===== src/rtl/fetch_unit_pkg.sv =====
// Shared types and constants for the instruction fetch front end:
// redirect select encodings, fetch FSM states and the queued {pc, inst} entry.
package fetch_unit_pkg;

  localparam logic [2:0]  PC_SEQ    = 3'b000;
  localparam logic [2:0]  PC_JUMP   = 3'b010;
  localparam logic [2:0]  PC_BRANCH = 3'b011;

  localparam logic [31:0] DEFAULT_RESET_PC = 32'h0000_0000;

  typedef enum logic [1:0] {
    F_IDLE = 2'd0,
    F_REQ  = 2'd1,
    F_DROP = 2'd2
  } fetch_state_t;

  typedef struct packed {
    logic [31:0] pc;
    logic [31:0] inst;
  } fetch_entry_t;

endpackage


===== src/rtl/fetch_unit_queue.sv =====
// Synchronous FIFO of fetched {pc, inst} entries. Flush has priority over push;
// a push into a full queue is accepted only when a pop frees the head the same cycle.
module fetch_queue
  import fetch_unit_pkg::*;
#(
  parameter int QDEPTH = 4,
  localparam int CW = $clog2(QDEPTH) + 1
) (
  input  logic         clk,
  input  logic         reset,
  input  logic         push,
  input  fetch_entry_t push_data,
  input  logic         pop,
  input  logic         flush,
  output fetch_entry_t head,
  output logic [CW-1:0] count
);

  localparam int AW = $clog2(QDEPTH);
  localparam logic [CW-1:0] FULL = CW'(QDEPTH);

  fetch_entry_t   mem [QDEPTH];
  logic [AW-1:0]  rd_ptr;
  logic [AW-1:0]  wr_ptr;
  logic           do_push;
  logic           do_pop;

  assign do_pop  = pop && (count != '0);
  assign do_push = push && ((count != FULL) || do_pop);

  always_ff @(posedge clk) begin
    if (reset || flush) begin
      rd_ptr <= '0;
      wr_ptr <= '0;
      count  <= '0;
    end else begin
      if (do_push) wr_ptr <= wr_ptr + AW'(1);
      if (do_pop)  rd_ptr <= rd_ptr + AW'(1);
      count <= count + CW'(do_push) - CW'(do_pop);
    end
  end

  // Storage carries no reset: entries are only visible once count says so.
  always_ff @(posedge clk) begin
    if (do_push && !flush && !reset) mem[wr_ptr] <= push_data;
  end

  assign head = mem[rd_ptr];

endmodule


===== src/rtl/fetch_unit.sv =====
// Instruction fetch front end: fetch PC, imem req/ack requester and a {pc, inst}
// queue feeding decode. Optional macro FETCH_BYPASS_EN forwards ack data straight to decode.
module fetch_unit
  import fetch_unit_pkg::*;
#(
  parameter logic [31:0] RESET_PC = DEFAULT_RESET_PC,
  parameter int          QDEPTH   = 4
) (
  input  logic         clk,
  input  logic         reset,
  output logic         imem_req,
  output logic [31:0]  imem_addr,
  input  logic         imem_ack,
  input  logic [31:0]  imem_rdata,
  output logic         inst_valid,
  output logic [31:0]  inst,
  output logic [31:0]  inst_pc,
  input  logic         inst_ready,
  input  logic [2:0]   pc_sel,
  input  logic [31:0]  pc_target,
  output fetch_state_t dbg_state
);

  localparam int CW = $clog2(QDEPTH) + 1;
  localparam logic [CW-1:0] FULL = CW'(QDEPTH);

  // Handshakes: imem_req holds with a stable imem_addr until the cycle imem_ack is
  // high (transfer in that cycle); decode takes the head when inst_valid & inst_ready.

  fetch_state_t  state, state_next;
  logic [31:0]   fetch_pc, fetch_pc_next;
  logic [31:0]   req_addr, req_addr_next;
  logic          redirect;
  logic [31:0]   target_pc;
  logic          unused_target_bits;

  fetch_entry_t  q_head;
  fetch_entry_t  q_push_data;
  logic [CW-1:0] q_count;
  logic [CW-1:0] count_next;
  logic          q_valid;
  logic          q_push;
  logic          q_pop;
  logic          ack_push;
  logic          space;

  assign redirect           = (pc_sel != PC_SEQ);
  assign target_pc          = {pc_target[31:2], 2'b00};
  assign unused_target_bits = ^pc_target[1:0];

  assign q_valid     = (q_count != '0);
  assign q_pop       = q_valid && inst_ready;
  assign ack_push    = (state == F_REQ) && imem_ack && !redirect;
  assign q_push_data = '{pc: fetch_pc, inst: imem_rdata};

`ifdef FETCH_BYPASS_EN
  logic bypass;
  assign bypass = ack_push && !q_valid;
  // A bypassed word that decode takes right away never occupies a queue slot.
  assign q_push = ack_push && !(bypass && inst_ready);

  always_comb begin
    inst_valid = 1'b0;
    inst       = '0;
    inst_pc    = '0;
    if (q_valid) begin
      inst_valid = 1'b1;
      inst       = q_head.inst;
      inst_pc    = q_head.pc;
    end else if (bypass) begin
      inst_valid = 1'b1;
      inst       = imem_rdata;
      inst_pc    = fetch_pc;
    end
  end
`else
  assign q_push = ack_push;

  always_comb begin
    inst_valid = 1'b0;
    inst       = '0;
    inst_pc    = '0;
    if (q_valid) begin
      inst_valid = 1'b1;
      inst       = q_head.inst;
      inst_pc    = q_head.pc;
    end
  end
`endif

  // Occupancy after this cycle's flush/push/pop decides whether another request fits.
  always_comb begin
    count_next = '0;
    if (!redirect) count_next = q_count + CW'(q_push) - CW'(q_pop);
  end
  assign space = (count_next < FULL);

  always_comb begin
    state_next    = state;
    fetch_pc_next = fetch_pc;
    req_addr_next = req_addr;
    case (state)
      F_IDLE: begin
        if (redirect) begin
          fetch_pc_next = target_pc;
        end else if (space) begin
          state_next    = F_REQ;
          req_addr_next = fetch_pc;
        end
      end
      F_REQ: begin
        if (redirect) begin
          fetch_pc_next = target_pc;
          state_next    = imem_ack ? F_IDLE : F_DROP;
        end else if (imem_ack) begin
          fetch_pc_next = fetch_pc + 32'd4;
          if (space) req_addr_next = fetch_pc + 32'd4;
          else       state_next    = F_IDLE;
        end
      end
      F_DROP: begin
        // Old request must still complete; its data is thrown away.
        if (redirect) fetch_pc_next = target_pc;
        if (imem_ack) state_next    = F_IDLE;
      end
      default: state_next = F_IDLE;
    endcase
  end

  always_ff @(posedge clk) begin
    if (reset) begin
      state    <= F_IDLE;
      fetch_pc <= RESET_PC;
      req_addr <= RESET_PC;
    end else begin
      state    <= state_next;
      fetch_pc <= fetch_pc_next;
      req_addr <= req_addr_next;
    end
  end

  fetch_queue #(.QDEPTH(QDEPTH)) u_queue (
    .clk       (clk),
    .reset     (reset),
    .push      (q_push),
    .push_data (q_push_data),
    .pop       (q_pop),
    .flush     (redirect),
    .head      (q_head),
    .count     (q_count)
  );

  assign imem_req  = (state != F_IDLE);
  assign imem_addr = req_addr;
  assign dbg_state = state;

endmodule


===== config.mk =====
export PLATFORM = sky130hd
export DESIGN_NAME = fetch_unit
export DESIGN_NICKNAME = d
export VERILOG_FILES = /design/src/rtl/fetch_unit_pkg.sv /design/src/rtl/fetch_unit_queue.sv /design/src/rtl/fetch_unit.sv
export SDC_FILE = /design/constraint.sdc
export NUM_CORES = 1
export LEC_CHECK = 0
export CORE_UTILIZATION = 35
export CTS_CLUSTER_SIZE = 24
export DETAILED_ROUTE_END_ITERATION = 10
export PLACE_DENSITY_LB_ADDON = 0.1
export SLEW_MARGIN = 15
export SYNTH_ARGS = -nofsm -noshare
export SYNTH_HDL_FRONTEND = slang
export SYNTH_HIERARCHICAL = 1
export SYNTH_SLANG_ARGS = --single-unit

===== constraint.sdc =====
create_clock -name clk -period 3.7 [get_ports clk]
set_clock_uncertainty 0.05 [all_clocks]
set_input_delay 0.74 -clock clk [delete_from_list [all_inputs] [get_ports clk]]
set_output_delay 0.74 -clock clk [all_outputs]
set_load 0.01 [all_outputs]

## Word level (Yosys, flattened, before mapping)

Memories as Yosys holds them, arrays and structs flattened. A register that Yosys moved wholly into a read port is not among the register bits.
Index checks and enable logic that the tools add are counted.
W data, S select, Z words.

| operators by class | value |
|---|---|
| equality and inequality tests | 12 |
| $add $sub $neg | 7 |
| multiplexer cells | 26 |
| $lt $le $gt $ge | 1 |
| reductions and logical operators | 21 |

Operators by type and width:

| kind | number |
|---|---|
| $mux W32 | 10 |
| $pmux W32 S2 | 2 |
| $add A32 B3 Y32 const B | 1 |
| $mux W2 | 9 |
| $ne A2 B2 Y1 const B | 6 |
| $logic_and A1 B1 Y1 | 7 |
| $add A3 B1 Y3 | 2 |
| $ne A3 B2 Y1 const B | 2 |
| $pmux W2 S3 | 1 |
| $reduce_and A6 Y1 | 1 |
| $reduce_bool A2 Y1 | 3 |
| $reduce_bool A3 Y1 | 2 |
| $sub A3 B1 Y3 | 2 |
| $reduce_and A5 Y1 | 1 |
| $add A2 B1 Y2 const B | 2 |
| $lt A3 B3 Y1 const B | 1 |
| $mux W1 | 3 |
| $mux W3 | 1 |
| $ne A3 B3 Y1 const B | 1 |
| $reduce_and A3 Y1 | 1 |
| $eq A2 B1 Y1 const B | 1 |
| $eq A2 B2 Y1 const B | 1 |
| $logic_not A1 Y1 | 2 |
| $logic_not A2 Y1 | 1 |
| other kinds (3) | 4 |

| storage, ports and cells | value |
|---|---|
| register bits | 73 |
| output and inout bits | 100 |
| memories kept | 1 |
| bits in writable memories | 256 |
| input port bits | 71 |

Memory list:

| memory | words | bits a word | read ports | clocked after Yosys merged registers in | wr ports | RTL line | text |
|---|---|---|---|---|---|---|---|
| u_queue.mem | 4 | 64 | 1 | 1 | 1 | fetch_unit_queue.sv:22 | `fetch_entry_t mem [QDEPTH];` |

## Depth between registers and ports, before layout

Gate-level depths: netlist of run 1.

| depth | value |
|---|---|
| depth in word-level cells | 11 |
| depth in mapped cells | 14 |

## Hierarchy

Netlist of run 1, hierarchy kept.

By module, submodules not included:

| module | cells each | instances | area each (sq um) |
|---|---|---|---|
| fetch_queue | 380 | 1 | 9,699.3 |
| fetch_unit | 571 | 1 | 4,154.0 |

## Worst setup path after synthesis of run 1

No wires, ideal clock.

| timing | value |
|---|---|
| kind | input port to flip-flop |
| start point | in pc_sel[1] |
| end point | mem u_queue/mem[0][0] (netlist name) (enable) |
| arrival time | 3.234 ns |
| cell stages on the path | 4 |
| path slack | -0.013 ns |
| path buffers | 0 |
| path through | nor3_1 -> inv_1 -> nor2_1 -> and3_1 |

| on the way | value |
|---|---|
| cells in the longest elaborated chain, start to end | 8 |

RTL lines:

| item | RTL line | text |
|---|---|---|
| from (decl) | fetch_unit.sv:19 | `input logic [2:0] pc_sel,` |
| $reduce_bool A3 Y1 * | fetch_unit.sv:47 | `assign redirect = (pc_sel != PC_SEQ);` |
| via redirect | fetch_unit.sv:33 | `logic redirect;` |
| $logic_not A1 Y1 * | fetch_unit_queue.sv:45, fetch_unit.sv:53 |  |
| $logic_and A1 B1 Y1 | fetch_unit.sv:53 | `assign ack_push = (state == F_REQ) && imem_ack && !redirect;` |
| $logic_and A1 B1 Y1 | fetch_unit_queue.sv:29 | `assign do_push = push && ((count != FULL) \|\| do_pop);` |
| $logic_and A1 B1 Y1 * (2 in a row) | fetch_unit_queue.sv:45 | `if (do_push && !flush && !reset) mem[wr_ptr] <= push_data;` |
| $mux W1 * | fetch_unit_queue.sv:45 |  |
| $mux W1 (implied by the code) * | fetch_unit_queue.sv:45 |  |
| to (decl) | fetch_unit_queue.sv:22 |  |

The timed path passes the listed nets; every way through them passes the cells marked *.

## Final worst setup path of run 1

| timing | value |
|---|---|
| start point | reg u_queue.count[1] |
| end point | out inst_pc[31] |

| on the way | value |
|---|---|
| cells in the longest elaborated chain, start to end | 2 |

RTL lines:

| item | RTL line | text |
|---|---|---|
| from (decl) | fetch_unit_queue.sv:16 | `output logic [CW-1:0] count` |
| from (signal assigned) | fetch_unit_queue.sv:39 | `count <= count + CW'(do_push) - CW'(do_pop);` |
| $reduce_bool A3 Y1 | fetch_unit.sv:51 | `assign q_valid = (q_count != '0);` |
| $mux W32 | fetch_unit.sv:83 | `if (q_valid) begin` |
| to (decl) | fetch_unit.sv:17 | `output logic [31:0] inst_pc,` |

No other way between the ends.

==> results of run 1 <==
==> cell families after synthesis <==
family	after synthesis	synth area share, %
AOI/OAI and AO/OA	142	6.45
muxes	68	10.7
and+or+nand+nor	288	11.3
buffers and inverters	83	2.79
xor gates and xnor gates	32	2.02
other	1	0.0271
adders and majority gates	10	0.957
DFF	327	65.8
==> path summary, 6_finish.rpt <==
kind / cells after the start / endpoint / start
worst min-delay path: 2 / imem_addr[7]$_SDFFE_PP0P_ / imem_addr[7]$_SDFFE_PP0P_
worst max-delay path: 4 / inst_pc[31] / u_queue/count[1]$_SDFF_PP0_
worst min register to register: 2 / imem_addr[7]$_SDFFE_PP0P_ / imem_addr[7]$_SDFFE_PP0P_
worst max register to register: 12 / u_queue/count[2]$_SDFF_PP0_ / u_queue/count[1]$_SDFF_PP0_
==> worst reg2reg max path, stage by stage, from the launching register on <==
cell and delay [ns]:
dfxtp_1 0.40, or3_2 0.49, and2_1 0.22, o41a_1 0.36, inv_1 0.07, ha_1 0.22
inv_1 0.06, ha_1 0.13, inv_1 0.05, fa_1 0.37, xnor2_1 0.18, xnor2_1 0.14
nor3_1 0.06
==> registers in the layout, summed over array words and instances (netlist names), named ones only <==
| name | count |
|---|---|
| fetch_pc | 30 |
| dbg_state | 2 |
| u_queue/count | 3 |
| u_queue/wr_ptr | 2 |
| u_queue/rd_ptr | 2 |
| u_queue/mem | 256 |
| imem_addr | 30 |
==> power by group through the flow <==
stage | logic (mW) | registers, mW | clock network, mW
after global routing | 0.326 | 4.07 | 3.93
after CTS | 0.301 | 4.06 | 3.82
after global placement | 0.296 | 4.14 | 0
after floorplan | 0.125 | 4.12 | 0
final | 0.299 | 4.06 | 3.70
after detailed placement | 0.298 | 4.14 | 0
==> cell usage after synthesis (4+ instances only) <==
library cell	instances	area (um2)
a211oi_1	12	90.1
a21oi_1	36	180
a22oi_1	7	52.6
a31oi_1	11	68.8
and2_1	66	413
and3_1	8	50.1
and4_1	4	35.0
buf_2	10	50.1
buf_6	7	78.8
clkbuf_1	44	165
dfxtp_1	71	1420
edfxtp_1	256	7690
ha_1	9	113
inv_1	14	52.6
mux4_2	64	1440
nand2_1	57	214
nand3_1	19	95.1
nand4_1	13	81.3
nor2_1	40	150
nor3_1	27	135
nor4_1	16	100
o21ai_0	41	205
o31ai_1	6	45.0
or3_1	9	56.3
or4_1	5	37.5
xnor2_1	25	219
xor2_1	7	61.3
==> layout make-up <==
cell class,instances,area [um2],area share [%]
sequential,327,9120,52.1
multi-input combinational,550,4410,25.2
timing repair buffer,203,2050,11.7
clock buffer,48,1010,5.77
tap,518,648,3.70
clock inverter,18,219,1.25
inverter,15,56.3,0.322
==> metrics by stage <==
stage          area, um2  utilization (%)  setup WS (ns)  total power, mW  cells
6_report           17500             45.1          0.246             8.06   1679
5_1_grt            17500             45.1        0.00571             8.32   1679
4_1_cts            17500             45.1          0.127             8.18   1679
3_5_place_dp       16300             41.9          0.202             4.44   1613
3_3_place_gp       16300             41.9          0.199             4.44   1613
2_1_floorplan      13900                -          0.509             4.25    960
==> routing by layer <==
layer	vias to the layer above	GRT usage, %	part of all wire (%)
met5	-	0	0
met4	0	4.66	2.0
met3	49	2.71	4.5
met2	219	27.1	47
met1	4200	23.5	47
li1	4022	-	-
==> qor.yml, run 1 <==
critPathKind: "register to primary output"
mostFrequentLayoutCells: "edfxtp_1 (256), clkdlybuf4s50_1 (165), dfxtp_1 (69)"
seq_power_share_pct: 50.4
dieArea_um2: 40400
r2r_slack_ns: 0.78
finalHoldViolCount: 0
fp.coreArea_um2: 38800
max_stage_delay_ns: 0.63
portBuffers: 166
drtPass1Iterations: 5
ir_drop_uv: 292
clockRootBuffer: "clkbuf_16"
first_iter_violations: 444
critPathCaptureType: "primary output"
fmax_mhz: 290
final_common_cell: "edfxtp_1"
syn_area_per_cell_um2: 14.6
grt_max_degree: 66
layout.nets: 1215
vias: 8490
rows: 72
path_max_fanout: 65
ys_seq_area_share_pct: 65.8
cts_max_path_buffers: 3
grt.total_usage_pct: 16.8
via_per_inst: 5.06
clkTransAtPathRegs_ns: 0.06
grt_pass1_vias: 8812
maxCapViolations: 0
critPathRequiredTime_ns: 2.91
htree_levels: 2
antenna_found_initial: 0
synth_edf_count: 256
route.detailed.drc: 0
syn2layout_area_growth_pct: 26.4
hold_buffers: 0
drive_above_1_share_pct: 15.2
status: "complete, no violations"
die_w_um: 201
yosys_warnings: 6
min_path_type: "register to register"
rsz0062_at_grt: "false"
pwr-share-comb_pct: 3.7
grt-ovfl-total: 0
wirelength_um: 33900
cts_tree: "done"
period_needed_ns: 3.45
clk_latency_ns: 0.52
worstMarginPinSlew_ns: 0.978
synthFlopType: "edfxtp_1"
clock-sinks: 327
setup_viol: 0
slew_violations: 0
path_delay_family: "buffers and inverters"
clock_power_share_pct: 45.9
wire_per_inst_um: 20.2
io_pins: 171
fin_crit_sh_pct: 93.4
postCtsSetupBuffers: 0
synthCells: 951
dp.final_hpwl_um: 21100
p_per_area_nw_per_um2: 461
leakagePower_nw: 5.60
ant_nets: 0
syn_area_um2: 13900
cp-start-kind: "register"
cts_resized: 0
cp.arrival_ns: 2.66
synth_cell_type_count: 66
switching_power_mw: 1.64
swShare_pct: 20.4
die_h_um: 201
fin_tns_setup_ns: 0
fillers: 3481
n_antenna_cell: 0
cpMaxStageDelayCell: "clkdlybuf4s50_1"
gp_congestion: 0.804
path_buf_inv: 2
synth_seq_cells: 327
async_flop_share_pct: 0
hold_ws_ns: 0.455
grt_pass1_wl_um: 52600
path_cells: "or3_2 > buf_4 > and2_1 > clkdlybuf4s50_1"
cts_buffers: 37
internal_power_mw: 6.42
initial_core_util_pct: 35.7
relSlewSlack_pct: 34.8
(Power assumes the default switching activity.)
==> run 2: changes to the inputs <==
- CTS_CLUSTER_DIAMETER: not set -> 60
- clock period: 3.7 -> 4.3 ns (I/O delays scaled with it)
==> run 2 against run 1 <==
Critical path depth unchanged. First-iteration DRC count up 18%. Routed wire length decreased by 1.8%. Flip-flop and latch count is the same. Global-route usage decreased by 0.38 points. Total power decreased by 18%. Clock power fell by 23%. Die area unchanged. Register-to-register slack better by 0.47 ns. Critical path type unchanged. Critical endpoint unchanged.
==> qor.yml, run 2 (synthesis results as in run 1) <==
cts_buffers: 30  # -19%
grt_pass1_vias: 8586  # -2.6%
first_iter_violations: 526  # +18%
top_register: "u_queue/mem"
via_per_inst: 5.03  # -0.48%
drive_above_1_share_pct: 14.8  # -0.35 points
htree_levels: 1  # -1
critPathCaptureType: "primary output"
finalHoldViolCount: 0  # unchanged
cp-start-kind: "register"
maxCapViolations: 0  # unchanged
antenna_found_initial: 0  # unchanged
rows: 72  # unchanged
path_delay_family: "buffers and inverters"
max_stage_delay_ns: 0.59  # -0.04 ns
cts_max_path_buffers: 3  # unchanged
relSlewSlack_pct: 48.0  # +13 points
hold_buffers: 0  # unchanged
reg2regPathDepth: 12  # unchanged
path_max_fanout: 28  # -57%
critPathRequiredTime_ns: 3.39  # +0.48 ns
n_antenna_cell: 0  # unchanged
period_needed_ns: 3.62
cts_tree: "done"
slew_violations: 0  # unchanged
clkTransAtPathRegs_ns: 0.06  # about the same
grt.total_usage_pct: 16.4  # -0.38 points
clock-sinks: 327  # unchanged
final_common_cell: "edfxtp_1"
portBuffers: 166  # unchanged
fin_tns_setup_ns: 0  # unchanged
worstMarginPinSlew_ns: 0.780  # -0.198 ns
cp.arrival_ns: 2.71  # +0.05 ns
fp.coreArea_um2: 38800  # unchanged
wire_per_inst_um: 20.1  # -0.59%
route.detailed.drc: 0  # unchanged
dp.final_hpwl_um: 21300  # +0.75%
die_h_um: 201  # unchanged
cts_resized: 0  # unchanged
vias: 8349  # -1.7%
syn2layout_area_growth_pct: 24.7
grt-ovfl-total: 0  # unchanged
cp.depth: 4  # unchanged
dieArea_um2: 40400  # unchanged
layout.nets: 1199  # -1.3%
rsz0062_at_grt: "false"
critPathKind: "register to primary output"
r2r_slack_ns: 1.25  # +0.47 ns
io_pins: 171  # unchanged
regToRegEndpoint: "u_queue/count[2]$_SDFF_PP0_"
min_path_type: "register to register"
p_per_area_nw_per_um2: 381  # -17%
postCtsSetupBuffers: 0  # unchanged
setup_viol: 0  # unchanged
ir_drop_uv: 284  # -2.7%
cpMaxStageDelayCell: "dfxtp_4"
fmax_mhz: 276
dp_slack_ns: 0.513  # +0.312 ns
drtPass1Iterations: 4  # -1
hold_ws_ns: 0.456  # +0.000731 ns
clockRootBuffer: "clkbuf_16"
leakagePower_nw: 5.48  # -2.2%
fin_crit_sh_pct: 84.3
wirelength_um: 33300  # -1.8%
setup_slack_ns: 0.675  # +0.429 ns
final_util_pct: 44.5  # -0.58 points
initial_core_util_pct: 35.7  # unchanged
ant_nets: 0  # unchanged
status: "complete, no violations"
r2r-start: "u_queue/count[1]$_SDFF_PP0_"
clk_latency_ns: 0.57  # +0.05 ns
crit_end: "inst_pc[31]"
largest_reg_flops: 256  # unchanged
gp_congestion: 0.813  # +1.1%
path_buf_inv: 2  # unchanged
die_w_um: 201  # unchanged
fillers: 3566  # +2.4%
grt_max_degree: 65  # -1.5%
mostFrequentLayoutCells: "edfxtp_1 (256), clkdlybuf4s50_1 (165), dfxtp_1 (69)"
path_cells: "buf_12 > mux4_2 > and2_1 > clkdlybuf4s50_1"
grt_pass1_wl_um: 51800  # -1.5%
==> run 2: through the flow <==
step / cell area (um2) / instances / power [mW]
after floorplan: 13900 / 960 / 3.65
after global placement: 16200 / 1604 / 3.81
after detailed placement: 16200 / 1604 / 3.81
after CTS: 17300 / 1659 / 6.70
after global routing: 17300 / 1659 / 6.83
final: 17300 / 1659 / 6.59
==> run 2: worst min-delay path by stage <==
stage / startpoint / end / slack, ns / cells past startpoint
after CTS: imem_addr[9]$_SDFFE_PP0P_ / imem_addr[9]$_SDFFE_PP0P_ / 0.46 / 2
after detailed placement: imem_addr[9]$_SDFFE_PP0P_ / imem_addr[9]$_SDFFE_PP0P_ / 0.45 / 2
after floorplan: fetch_pc[6]$_SDFFE_PP0P_ / u_queue/mem[0][38]$_DFFE_PP_ / 0.40 / 0
after global placement: u_queue/wr_ptr[0]$_SDFFE_PP0P_ / u_queue/wr_ptr[0]$_SDFFE_PP0P_ / 0.44 / 2
after global routing: imem_addr[13]$_SDFFE_PP0P_ / imem_addr[13]$_SDFFE_PP0P_ / 0.50 / 2
final: u_queue/wr_ptr[1]$_SDFFE_PP0P_ / u_queue/wr_ptr[1]$_SDFFE_PP0P_ / 0.46 / 2
==> run 2: cell type report <==
class | instances | area, um2 | area share, %
clock buffers | 34 | 808 | 4.68
clock inverters | 21 | 259 | 1.50
inverters | 15 | 56.3 | 0.326
multi-input cells | 550 | 4420 | 25.6
flip-flops and latches | 327 | 9110 | 52.7
well taps | 518 | 648 | 3.75
repair buffers | 194 | 1980 | 11.5
==> run 2: layer usage <==
metal	track usage (%)	routed length [um]
met5	0	0
met4	3.68	548
met3	2.22	1180
met2	26.8	15700
met1	23.3	15900
==> run 2: report_power, final <==
part / internal [mW] / switching (mW)
sequential: 3.44 / 0.0730
combinational: 0.126 / 0.110
clock: 1.59 / 1.26
==> run 2: worst register-to-register path, cell delays in order, from the launching register on <==
cell	delay (ns)
dfxtp_1	0.40
or3_2	0.59
and2_1	0.26
o41a_1	0.35
inv_1	0.07
ha_1	0.22
inv_1	0.05
ha_1	0.12
inv_1	0.05
fa_1	0.37
xnor2_1	0.18
xnor2_1	0.15
nor3_1	0.06
==> run 3: changes to the inputs <==
- clock period: 4.3 -> 3.4 ns (I/O delays scaled with it)
==> run 3 against run 2 <==
Routed wire length is 1.2% higher. Non-clock buffer count up 21. Hold slack worse by 0.0013 ns. Largest cell class unchanged. Highest routed layer unchanged.
==> qor.yml, run 3 (synthesis results as in run 1) <==
place_area_um2: 16400  # +1.3%
worstMarginPinSlew_ns: 0.795  # +0.0147 ns
status: "complete, no violations"
first_iter_violations: 501  # -4.8%
clock-sinks: 327  # unchanged
dieArea_um2: 40400  # unchanged
fin_crit_sh_pct: 96.0
gp_congestion: 0.802  # -1.3%
wirelength_um: 33700  # +1.2%
min_path_type: "register to register"
critPathCaptureType: "primary output"
antenna_found_initial: 0  # unchanged
via_per_inst: 5.14  # +2.1%
fp.coreArea_um2: 38800  # unchanged
fillers: 3502  # -1.8%
final_common_cell: "edfxtp_1"
relSlewSlack_pct: 47.0  # -1.0 points
finalHoldViolCount: 0  # unchanged
clkTransAtPathRegs_ns: 0.07  # about the same
cts_max_path_buffers: 3  # unchanged
grt_pass1_wl_um: 52300  # +1.0%
mostFrequentLayoutCells: "edfxtp_1 (256), clkdlybuf4s50_1 (165), dfxtp_1 (69)"
drtPass1Iterations: 5  # +1
vias: 8639  # +3.5%
ant_nets: 0  # unchanged
p_per_area_nw_per_um2: 475  # +25%
grt_max_degree: 66  # +1.5%
initial_core_util_pct: 35.7  # unchanged
critPathRequiredTime_ns: 2.67  # -0.72 ns
htree_levels: 1  # unchanged
n_antenna_cell: 0  # unchanged
setup_viol: 0  # unchanged
drive_above_1_share_pct: 16.5  # +1.7 points
top_register: "u_queue/mem"
grt-ovfl-total: 0  # unchanged
path_max_fanout: 31  # +11%
slew_violations: 0  # unchanged
ir_drop_uv: 366  # +29%
cp.arrival_ns: 2.53  # -0.18 ns
die_w_um: 201  # unchanged
leakagePower_nw: 5.60  # +2.2%
clockRootBuffer: "clkbuf_16"
period_needed_ns: 3.26
layout.nets: 1220  # +1.8%
fmax_mhz: 306
route.detailed.drc: 0  # unchanged
largest_reg_flops: 256  # unchanged
grt_pass1_vias: 8886  # +3.5%
maxCapViolations: 0  # unchanged
dp.final_hpwl_um: 21500  # +0.72%
rows: 72  # unchanged
cts_tree: "done"
cts_buffers: 30  # unchanged
rsz0062_at_grt: "false"
io_pins: 171  # unchanged
critPathKind: "register to primary output"
grt.total_usage_pct: 16.7  # +0.21 points
design_area_um2: 17500  # +1.3%
hold_buffers: 0  # unchanged
cp-start-kind: "register"
syn2layout_area_growth_pct: 26.4
portBuffers: 166  # unchanged
die_h_um: 201  # unchanged
wire_per_inst_um: 20.1  # -0.14%
clk_latency_ns: 0.56  # about the same
dp.cells: 1625  # +1.3%
fin_cells: 1681  # +1.3%
run 3: what timing repair did:
action	in CTS	in global routing
setup endpoints to repair	0	1
setup buffers	0	0
resized for setup	0	2
hold endpoints to repair	0	0
run 3: path summary, 6_finish.rpt:
kind	depth (start not counted)	slack, ns	startpoint	endpoint
worst min register to register	2	0.45	u_queue/wr_ptr[1]$_SDFFE_PP0P_	u_queue/wr_ptr[1]$_SDFFE_PP0P_
worst max-delay path	4	0.14	register	inst_pc[19]
worst max register to register	12	0.44	u_queue/count[1]$_SDFF_PP0_	u_queue/count[2]$_SDFF_PP0_
worst min-delay path	2	0.45	u_queue/wr_ptr[1]$_SDFFE_PP0P_	u_queue/wr_ptr[1]$_SDFFE_PP0P_
run 3: layer usage:
layer | share of wire, % | global-route usage, %
met1 | 47 | 23.2
met2 | 47 | 27.1
met3 | 4.0 | 2.69
met4 | 2.3 | 4.25
met5 | 0 | 0
run 3: through the flow:
step | TNS, ns | setup WS (ns) | hold slack (ns) | util (%) | total power [mW]
after detailed placement | -0.0843 | -0.0709 | 0.445 | 42.3 | 4.84
after global routing | 0 | 0.00672 | 0.482 | 45.1 | 8.60
after global placement | -0.0265 | -0.0265 | 0.433 | 42.3 | 4.84
after CTS | 0 | 0.0649 | 0.455 | 45.1 | 8.43
after floorplan | 0 | 0.269 | 0.405 | - | 4.62
final | 0 | 0.135 | 0.454 | 45.1 | 8.32
run 3: critical path, cell delays in order (launching register included):
cell             delay [ns]
dfxtp_4                0.46
buf_16                 0.28
mux4_2                 0.53
and2_1                 0.15
clkdlybuf4s50_1        0.55
run 3: area by class of cell:
class / instances / area, um2 / share of cell area [%]
flip-flops and latches: 327 / 9120 / 52.1
inverters: 15 / 56.3 / 0.322
well taps: 518 / 648 / 3.70
clock buffers: 33 / 783 / 4.47
multi-input cells: 550 / 4410 / 25.2
clock inverters: 23 / 294 / 1.68
repair buffers: 215 / 2200 / 12.6
run 3: power by group:
group	leakage (nW)	internal, mW	switching (mW)	total, mW
registers	2.92	4.34	0.0695	4.41
logic	2.17	0.171	0.168	0.339
clock network	0.510	1.86	1.71	3.57
total	5.60	6.37	1.95	8.32
